## config.mk

```make
export PLATFORM = sky130hd
export DESIGN_NAME = pc_fetch
export DESIGN_NICKNAME = d
export VERILOG_FILES = /design/src/rtl/pc_fetch_pkg.sv /design/src/rtl/pc_fetch_adder.sv /design/src/rtl/pc_fetch.sv
export SDC_FILE = /design/constraint.sdc
export NUM_CORES = 1
export LEC_CHECK = 0
export ABC_CLOCK_PERIOD_IN_PS = 2450
export CAP_MARGIN = 20
export CORE_AREA = 4 4 124 126
export DETAILED_ROUTE_END_ITERATION = 8
export DIE_AREA = 0 0 128 130
export GPL_ROUTABILITY_DRIVEN = 0
export HOLD_SLACK_MARGIN = 0.1
export PLACE_DENSITY = 0.84
export REMOVE_ABC_BUFFERS = 1
export SLEW_MARGIN = 20
export SYNTH_ARGS = -nofsm -noshare
export SYNTH_HDL_FRONTEND = slang
export SYNTH_SLANG_ARGS = --single-unit
```

## constraint.sdc

```tcl
create_clock -name clk -period 2.45 [get_ports clk]
set_input_delay 0.245 -clock clk [delete_from_list [all_inputs] [get_ports clk]]
set_output_delay 0.245 -clock clk [all_outputs]
set_load 0.01 [all_outputs]
```

## src/rtl/pc_fetch_pkg.sv

```systemverilog
// Shared fetch-stage constants and FSM encoding for the instruction front end.
package pc_fetch_pkg;

  localparam int unsigned     XLEN     = 32;
  localparam logic [XLEN-1:0] RESET_PC = 32'hBFC0_0000;
  localparam logic [XLEN-1:0] PC_STEP  = 32'd4;

  typedef enum logic [1:0] {
    FS_REQ  = 2'd0,
    FS_WAIT = 2'd1,
    FS_HOLD = 2'd2
  } fs_t;

endpackage

```

## src/rtl/pc_fetch_adder.sv

```systemverilog
// Shared 32-bit wrap-around adder; instantiated by the fetch stage for pc + PC_STEP.
module pc_fetch_adder
  import pc_fetch_pkg::*;
(
  input  logic [XLEN-1:0] in0,
  input  logic [XLEN-1:0] in1,
  output logic [XLEN-1:0] sum
);

  assign sum = in0 + in1;

endmodule

```

## src/rtl/pc_fetch.sv

```systemverilog
// Instruction-fetch front end: PC register, single-outstanding SRAM-like fetch,
// branch/flush redirects with in-flight cancel, and the {pc, inst, adel} hand-off to decode.
module pc_fetch #(
  parameter logic [31:0] RESET_PC = pc_fetch_pkg::RESET_PC,
  parameter logic [31:0] PC_STEP  = pc_fetch_pkg::PC_STEP
) (
  input  logic        clk,
  input  logic        resetn,
  input  logic        stall,
  input  logic        br_taken,
  input  logic [31:0] br_target,
  input  logic        flush,
  input  logic [31:0] flush_pc,
  output logic        inst_req,
  output logic [31:0] inst_addr,
  input  logic        inst_addr_ok,
  input  logic [31:0] inst_rdata,
  input  logic        inst_data_ok,
  output logic        if_valid,
  output logic [31:0] if_pc,
  output logic [31:0] if_inst,
  output logic        if_adel
);
  import pc_fetch_pkg::*;

  fs_t         state_q, state_d;
  logic [31:0] pc_q, pc_seq, pend_pc_q, redir_pc;
  logic        pend_q, cancel_q, run_q;
  logic        redirect, misalign, accept, stale_only;

  pc_fetch_adder u_adder (
    .in0 (pc_q),
    .in1 (PC_STEP),
    .sum (pc_seq)
  );

  assign redirect   = flush | br_taken;
  assign redir_pc   = flush ? flush_pc : br_target;
  assign misalign   = (pc_q[1:0] != 2'b00);
  assign accept     = inst_req & inst_addr_ok;
  // cancel without a pending target only comes from a reset taken in WAIT:
  // one stale response is still owed by the memory and must be swallowed.
  assign stale_only = cancel_q & ~pend_q;

  always_ff @(posedge clk) begin
    if (!resetn) state_q <= FS_REQ;
    else         state_q <= state_d;
  end

  always_comb begin
    state_d = state_q;
    unique case (state_q)
      FS_REQ: begin
        if (accept)                                state_d = FS_WAIT;
        else if (run_q && misalign && !redirect)   state_d = FS_HOLD;
      end
      FS_WAIT: begin
        if (inst_data_ok && !stale_only) begin
          if (cancel_q || redirect) state_d = FS_REQ;
          else                      state_d = FS_HOLD;
        end
      end
      FS_HOLD: begin
        if (redirect || (!stall && !if_adel)) state_d = FS_REQ;
      end
      default: state_d = FS_REQ;
    endcase
  end

  always_comb begin
    inst_req  = run_q && (state_q == FS_REQ) && !misalign;
    inst_addr = pc_q;
  end

  always_ff @(posedge clk) begin
    if (!resetn) begin
      pc_q      <= RESET_PC;
      pend_q    <= 1'b0;
      pend_pc_q <= '0;
      cancel_q  <= (state_q == FS_WAIT);
      run_q     <= 1'b0;
      if_valid  <= 1'b0;
      if_pc     <= '0;
      if_inst   <= '0;
      if_adel   <= 1'b0;
    end else begin
      run_q <= 1'b1;
      unique case (state_q)
        FS_REQ: begin
          if (inst_data_ok && stale_only) cancel_q <= 1'b0;
          if (redirect) begin
            // A presented request cannot be withdrawn: keep the address, park the target.
            if (inst_req) begin
              pend_q    <= 1'b1;
              pend_pc_q <= redir_pc;
              cancel_q  <= 1'b1;
            end else begin
              pc_q <= redir_pc;
            end
          end else if (run_q && misalign) begin
            if_valid <= 1'b1;
            if_adel  <= 1'b1;
            if_inst  <= '0;
            if_pc    <= pc_q;
          end
        end
        FS_WAIT: begin
          if (inst_data_ok) begin
            if (stale_only) begin
              cancel_q <= redirect;
              pend_q   <= redirect;
              if (redirect) pend_pc_q <= redir_pc;
            end else if (redirect) begin
              pc_q     <= redir_pc;
              pend_q   <= 1'b0;
              cancel_q <= 1'b0;
            end else if (cancel_q) begin
              pc_q     <= pend_pc_q;
              pend_q   <= 1'b0;
              cancel_q <= 1'b0;
            end else begin
              if_valid <= 1'b1;
              if_adel  <= 1'b0;
              if_inst  <= inst_rdata;
              if_pc    <= pc_q;
            end
          end else if (redirect) begin
            pend_q    <= 1'b1;
            pend_pc_q <= redir_pc;
            cancel_q  <= 1'b1;
          end
        end
        FS_HOLD: begin
          if (redirect) begin
            if_valid <= 1'b0;
            if_adel  <= 1'b0;
            pc_q     <= redir_pc;
            pend_q   <= 1'b0;
          end else if (!stall && !if_adel) begin
            if_valid <= 1'b0;
            pc_q     <= pc_seq;
          end
        end
        default: ;
      endcase
    end
  end

endmodule

```

# Word-level counts from Yosys, hierarchy flattened
# Index checks and enable logic that the tools add are counted.
# op_classes
n_eq_ne	22
add_sub_neg	1
n_bitwise	4
n_mux	67
n_reduce_logical	26
# ops
cell	n
$mux W32	26
$pmux W32 S2	3
$pmux W32 S3	1
$add A32 B3 Y32 const B	1
$mux W1	27
$ne A2 B2 Y1 const B	12
$reduce_and A8 Y1	2
$ne A3 B3 Y1 const B	5
$reduce_and A7 Y1	2
$mux W2	5
$pmux W1 S3	3
$ne A4 B4 Y1 const B	2
$logic_and A1 B1 Y1	7
$pmux W2 S3	1
$reduce_and A6 Y1	1
$logic_not A1 Y1	5
$reduce_and A4 Y1	1
$reduce_bool A2 Y1	2
$ne A3 B1 Y1 const B	1
$reduce_and A3 Y1	1
$reduce_bool A3 Y1	1
$and A1 B1 Y1	2
$eq A2 B1 Y1 const B	1
$eq A2 B2 Y1 const B	1
other kinds (6)	7
# word_totals
inputBits	103
elab_cells	130
register_bits	135
out_inout_bits	99

# Longest topological paths before layout
# depth
word_depth	8
mapped_depth	11
ltp_nobuf	8

# Modules after synthesis
# Synthesis repeated with hierarchy kept, for this count alone.
# hier_totals
cells_unflattened	961
area_unflattened_um2	8159.1
# by_module_without_submodules
module	seq_area_each_um2	area_per_inst_um2	cells_per_inst	n_inst
pc_fetch	2712.6	6413.7	718	1
pc_fetch_adder	0.0	1745.4	243	1

# Worst setup path after synthesis
# No wires, ideal clock.
# synth_path
path_kind	flip-flop to flip-flop
startpoint	register state_q[0]
endpoint	register pc_q[22] (netlist: inst_addr[22])
t_required_ps	2328
arrival_time_ps	1973
path_slack_ps	355
path_stages_with_launch	10
setup_time_ps	122
synth_period_minus_slack_ps	2095
path_buffers	2
path_cell_list	dfxtp_1 -> inv_1 -> ha_1 -> nor3b_4 -> o21a_1 -> a21o_4 -> or2_1 -> buf_6 -> buf_4 -> o32a_1
# synth_via
elab_chain_cells	5
elab_cells_between_ends	14
cone_classes	eq/ne (8); mux (1); reduce/logical (5)
# synth_lines
item	line	text
start, declared	pc_fetch.sv:26	fs_t state_q, state_d;
start signal, assigned	pc_fetch.sv:47	else state_q <= state_d;
$logic_not A2 Y1	pc_fetch.sv:71, pc_fetch.sv:88	
$logic_and A1 B1 Y1 (2 in series)	pc_fetch.sv:71	inst_req = run_q && (state_q == FS_REQ) && !misalign;
$ne A2 B2 Y1 (no line)	-	
$reduce_and A7 Y1 (no line)	-	
end signal, assigned	pc_fetch.sv:98	pc_q <= redir_pc;
end signal, assigned	pc_fetch.sv:114	pc_q <= redir_pc;
end signal, assigned	pc_fetch.sv:118	pc_q <= pend_pc_q;
end, declared	pc_fetch.sv:27	logic [31:0] pc_q, pc_seq, pend_pc_q, redir_pc;
# Several ways; a longest one is shown, not always the timed one.
# A chain may end at the register's enable or synchronous reset.

# Final worst setup path
# layout_path
startpoint	register state_q[0]
endpoint	register pc_q[0] (netlist: inst_addr[0])
# The elaborated chain is that of the path after synthesis.

==> flow_metrics.tcl <==
set metrics [dict create \
    synth-edff-count 1 \
    yosys.cell_types.count 64 \
    mostFrequentLayoutCells "sky130_fd_sc_hd__clkdlybuf4s50_1 (199), sky130_fd_sc_hd__nand2_1 (135), sky130_fd_sc_hd__dfxtp_1 (134), sky130_fd_sc_hd__o21ai_0 (52)" \
    hold-path-cell-count 2 \
    synth_seq_cells 135 \
    worst_setup_hold_path_clk_slew_ps 50 \
    worst_clock_skew_ps 4.913 \
    dominantRegCellSynth "sky130_fd_sc_hd__dfxtp_1" \
    power.clock.fraction_pct 22.5 \
    worst_path_max_delay_cell "sky130_fd_sc_hd__a2111oi_0" \
    first_global_vias 6271 \
    period_needed_ps 2303 \
    synth_xor_xnor_area_share_pct 0.6494 \
    relSlewSlack_pct 65.88 \
    dominant_combinational_cell_family_by_area_after_synthesis "compound AO/OA/AOI/OAI gates" \
    async_reset_ff_share_pct 0 \
    drt_first_pass_iters 5 \
    grt_use_total_pct 23.65 \
    hold_start "resetn" \
    path_cells "inv_1 > ha_1 > nor3b_4 > o21a_1 > a21o_4 > or2_1 > buf_12 > a2111oi_0 > nor3b_1" \
    max_stage_delay_ps 450 \
    worstSetupStartpointType "flop" \
    power.combinational.fraction_pct 45.2 \
    reg2reg_from "state_q[0]$_SDFFE_PN0P_" \
    placeableCoreArea_mm2 0.01431 \
    maxCapViolations 0 \
    p_seq_share_pct 32.3 \
    synth_simple_gate_area_share_pct 20.96 \
    power.density_mw_per_mm2 1072 \
    dp_cells 1149 \
    regToRegSetupSlack_ps 150 \
    timing.final.setup_violations 0 \
    placement.io_buffers 201 \
    final_routed_wirelength_um 20290 \
    ctsLongestPathBuffers 2 \
    crit_path_max_fanout 37 \
    status "completed" \
    period_share_pct 94.00 \
    cp-end-kind "flop" \
    die_h_um 130 \
    post-cts-setup-buffer-count 0 \
    postSynthCellCount 789 \
    placed_area_mm2 0.009085 \
    cts_tree "built" \
    post_drt_wl_per_cell_um 17.24 \
    cts_root_buffer "sky130_fd_sc_hd__clkbuf_16" \
    initial_antenna_violation_count 0 \
    hold_class "in -> reg" \
    antenna_cells_inserted 0 \
    static-leakage-power_uw 0.003781 \
    crit_path_required_time_ps 2730 \
    die_w_um 128 \
    remaining_drc_errors 0 \
    worstSkewPairLatency_ps 410 \
    die_area_mm2 0.01664 \
    ios 202 \
    drt-vias-per-instance 5.719 \
    layout_area_growth_over_synthesis_pct 42.54 \
    clock-sinks 135 \
    layout_commonest_cell "sky130_fd_sc_hd__clkdlybuf4s50_1" \
    worst_r2r_path_depth 9 \
    end_point_of_the_worst_hold_path "inst_addr[24]$_SDFFE_PN1P_" \
    finalInstanceArea_mm2 0.009613 \
    antenna_violating_nets_post_route 0 \
    synth_compound_area_share_pct 26.33 \
    crit_arrival_ps 2580 \
    cts_inserted_buffers 17 \
    p_switching_uw 3898 \
    critical-path-top-delay-family "compound AO/OA/AOI/OAI gates" \
    achievable-frequency_mhz 434.2 \
    worst_r2r_end "inst_addr[0]$_SDFFE_PN0P_" \
    drtIter0Drc 651 \
    maximum_level_of_the_cts_h_tree 4 \
    post_synth.cell_area_avg_um2 8.547 \
    timing.final.hold_violations 0 \
    netlist_area_mm2 0.006744 \
    floorplan.rows 44 \
    yosysSeqAreaShare_pct 40.22 \
    timing.final.max_slew_violations 0 \
    grt_pass1_wl_um 31950 \
    grt_overflow_total 0 \
    synth_mux_area_share_pct 5.900 \
    cts_resizes 0 \
    yosys.area_share.adder_pct 0.9276 \
    design.final.nets 1092 \
    yosys_warnings 0 \
    dp_hpwl_um 14500 \
    crit_cells 9 \
    layout-drive-gt1-share_pct 8.056 \
    swShare_pct 37.81 \
    cts.hold.buffers_added 0 \
    max-vdd-ir-drop_uv 607.3 \
    floorplan.initialDensity_pct 47.12 \
    detailroute.via_count 6731 \
    criticalPathCategory "reg -> reg" \
    critical_path.n_buffers_inverters 2 \
    finalNonFillerCells 1177 \
    grt_start_max_net_pins 82 \
    intPower_uw 6411 \
    unrepaired_setup_endpoints_after_global_routing "false" \
    tightest_slew_ps 506.4 \
]
-- worst max-delay path by stage --
stage                             from                          to  slack, ps
2_1_floorplan  state_q[1]$_SDFFE_PN0P_  pend_pc_q[12]$_SDFFE_PN0P_      -1250
3_3_place_gp                  br_taken    if_inst[21]$_SDFFE_PN0P_        220
3_5_place_dp                  br_taken   inst_addr[0]$_SDFFE_PN0P_         80
4_1_cts        state_q[0]$_SDFFE_PN0P_   inst_addr[0]$_SDFFE_PN0P_        160
5_1_grt        state_q[0]$_SDFFE_PN0P_   inst_addr[0]$_SDFFE_PN0P_         70
6_report       state_q[0]$_SDFFE_PN0P_   inst_addr[0]$_SDFFE_PN0P_        150
-- worst reg2reg max path, stage by stage (launching register included) --
cell and delay, ps:
sky130_fd_sc_hd__dfxtp_1 370, sky130_fd_sc_hd__inv_1 80, sky130_fd_sc_hd__ha_1 210, sky130_fd_sc_hd__nor3b_4 150, sky130_fd_sc_hd__o21a_1 140, sky130_fd_sc_hd__a21o_4 210, sky130_fd_sc_hd__or2_1 260, sky130_fd_sc_hd__buf_12 180
sky130_fd_sc_hd__a2111oi_0 460, sky130_fd_sc_hd__nor3b_1 100
-- cells by family after synthesis --
logic type,after synthesis
AO/OA/AOI/OAI,250
flip-flops,135
multiplexers,39
AND/OR/NAND/NOR,287
buffers and inverters,68
XOR/XNOR,5
adder cells (fa/ha/maj),5
-- sequential cells by signal, indices dropped and copies added (netlist names) --
name	flops
if_inst	32
if_pc	32
inst_addr	32
pend_pc_q	32
state_q	2
cancel_q	1
if_adel	1
if_valid	1
pend_q	1
run_q	1
-- power groups by stage --
stage | registers (uW) | clock network (uW) | logic (uW)
finish | 3330 | 2320 | 4660
global route | 3390 | 2440 | 5040
CTS | 3310 | 2360 | 4640
detailed placement | 3350 | 0 | 4600
global placement | 3330 | 0 | 4520
floorplan | 3430 | 0 | 2160
-- cell usage after synthesis (all sizes together) (2+ instances only) --
cell type  count  area share, %
mux2           6            1.0
a21oi         31            2.4
o21a           2           0.22
o211ai        10            1.1
and2           7           0.65
a221oi         3           0.39
o31ai          4           0.45
a41oi          2           0.26
a31oi          9           0.83
and3           6           0.56
or2            3           0.32
a22oi         33            3.7
nor3           9           0.67
inv            6           0.33
o221ai         2           0.26
clkbuf        35            2.0
nand4         10           0.93
a21o           4           0.56
o22ai          7           0.65
a2111oi        2           0.26
o21ai         53            4.0
nor2          41            2.4
nor2b         40            3.7
mux2i         33            4.9
nand2b         3           0.28
ha             5           0.93
o211a         31            4.6
nand2        135            7.5
nor3b          8            1.1
xnor2          4           0.52
dfxtp        134             40
and4bb         2           0.43
o31a           3           0.39
nor4           6           0.78
a21boi        39            4.3
nand3          9           0.67
a211oi         5           0.56
buf           27            2.7
and4           5           0.65
o311a          2           0.30
o21bai         3           0.33
-- final cells by class --
class	count	area, um2
clock buffers	24	481.7
clock inverters	4	46.29
fillers	1160	4701
inverters	6	22.52
multi-input cells	586	3712
flip-flops and latches	135	2713
well taps	184	230.2
repair buffers	238	2407
-- layer usage --
layer  GRT usage (%)  up-vias  share of wire (%)
li1                -     3237                  -
met1           31.07     3151                 44
met2           38.72      311                 46
met3           4.830       32                7.7
met4           8.552        0                2.1
met5               0        -                  0
-- metrics by stage --
stage | util [%] | hold WS [ps] | power, uW | setup TNS (ps) | setup slack (ps)
after floorplan | - | 272.7 | 5598 | -45830 | -1252
after global placement | 63.47 | 440.0 | 7857 | 0 | 221.1
after detailed placement | 63.47 | 443.7 | 7952 | 0 | 84.74
after CTS | 67.16 | 219.0 | 10310 | 0 | 156.7
after global routing | 67.16 | 244.3 | 10880 | 0 | 70.46
final | 67.16 | 245.0 | 10310 | 0 | 146.9
Power figures use the tool's default switching activity.
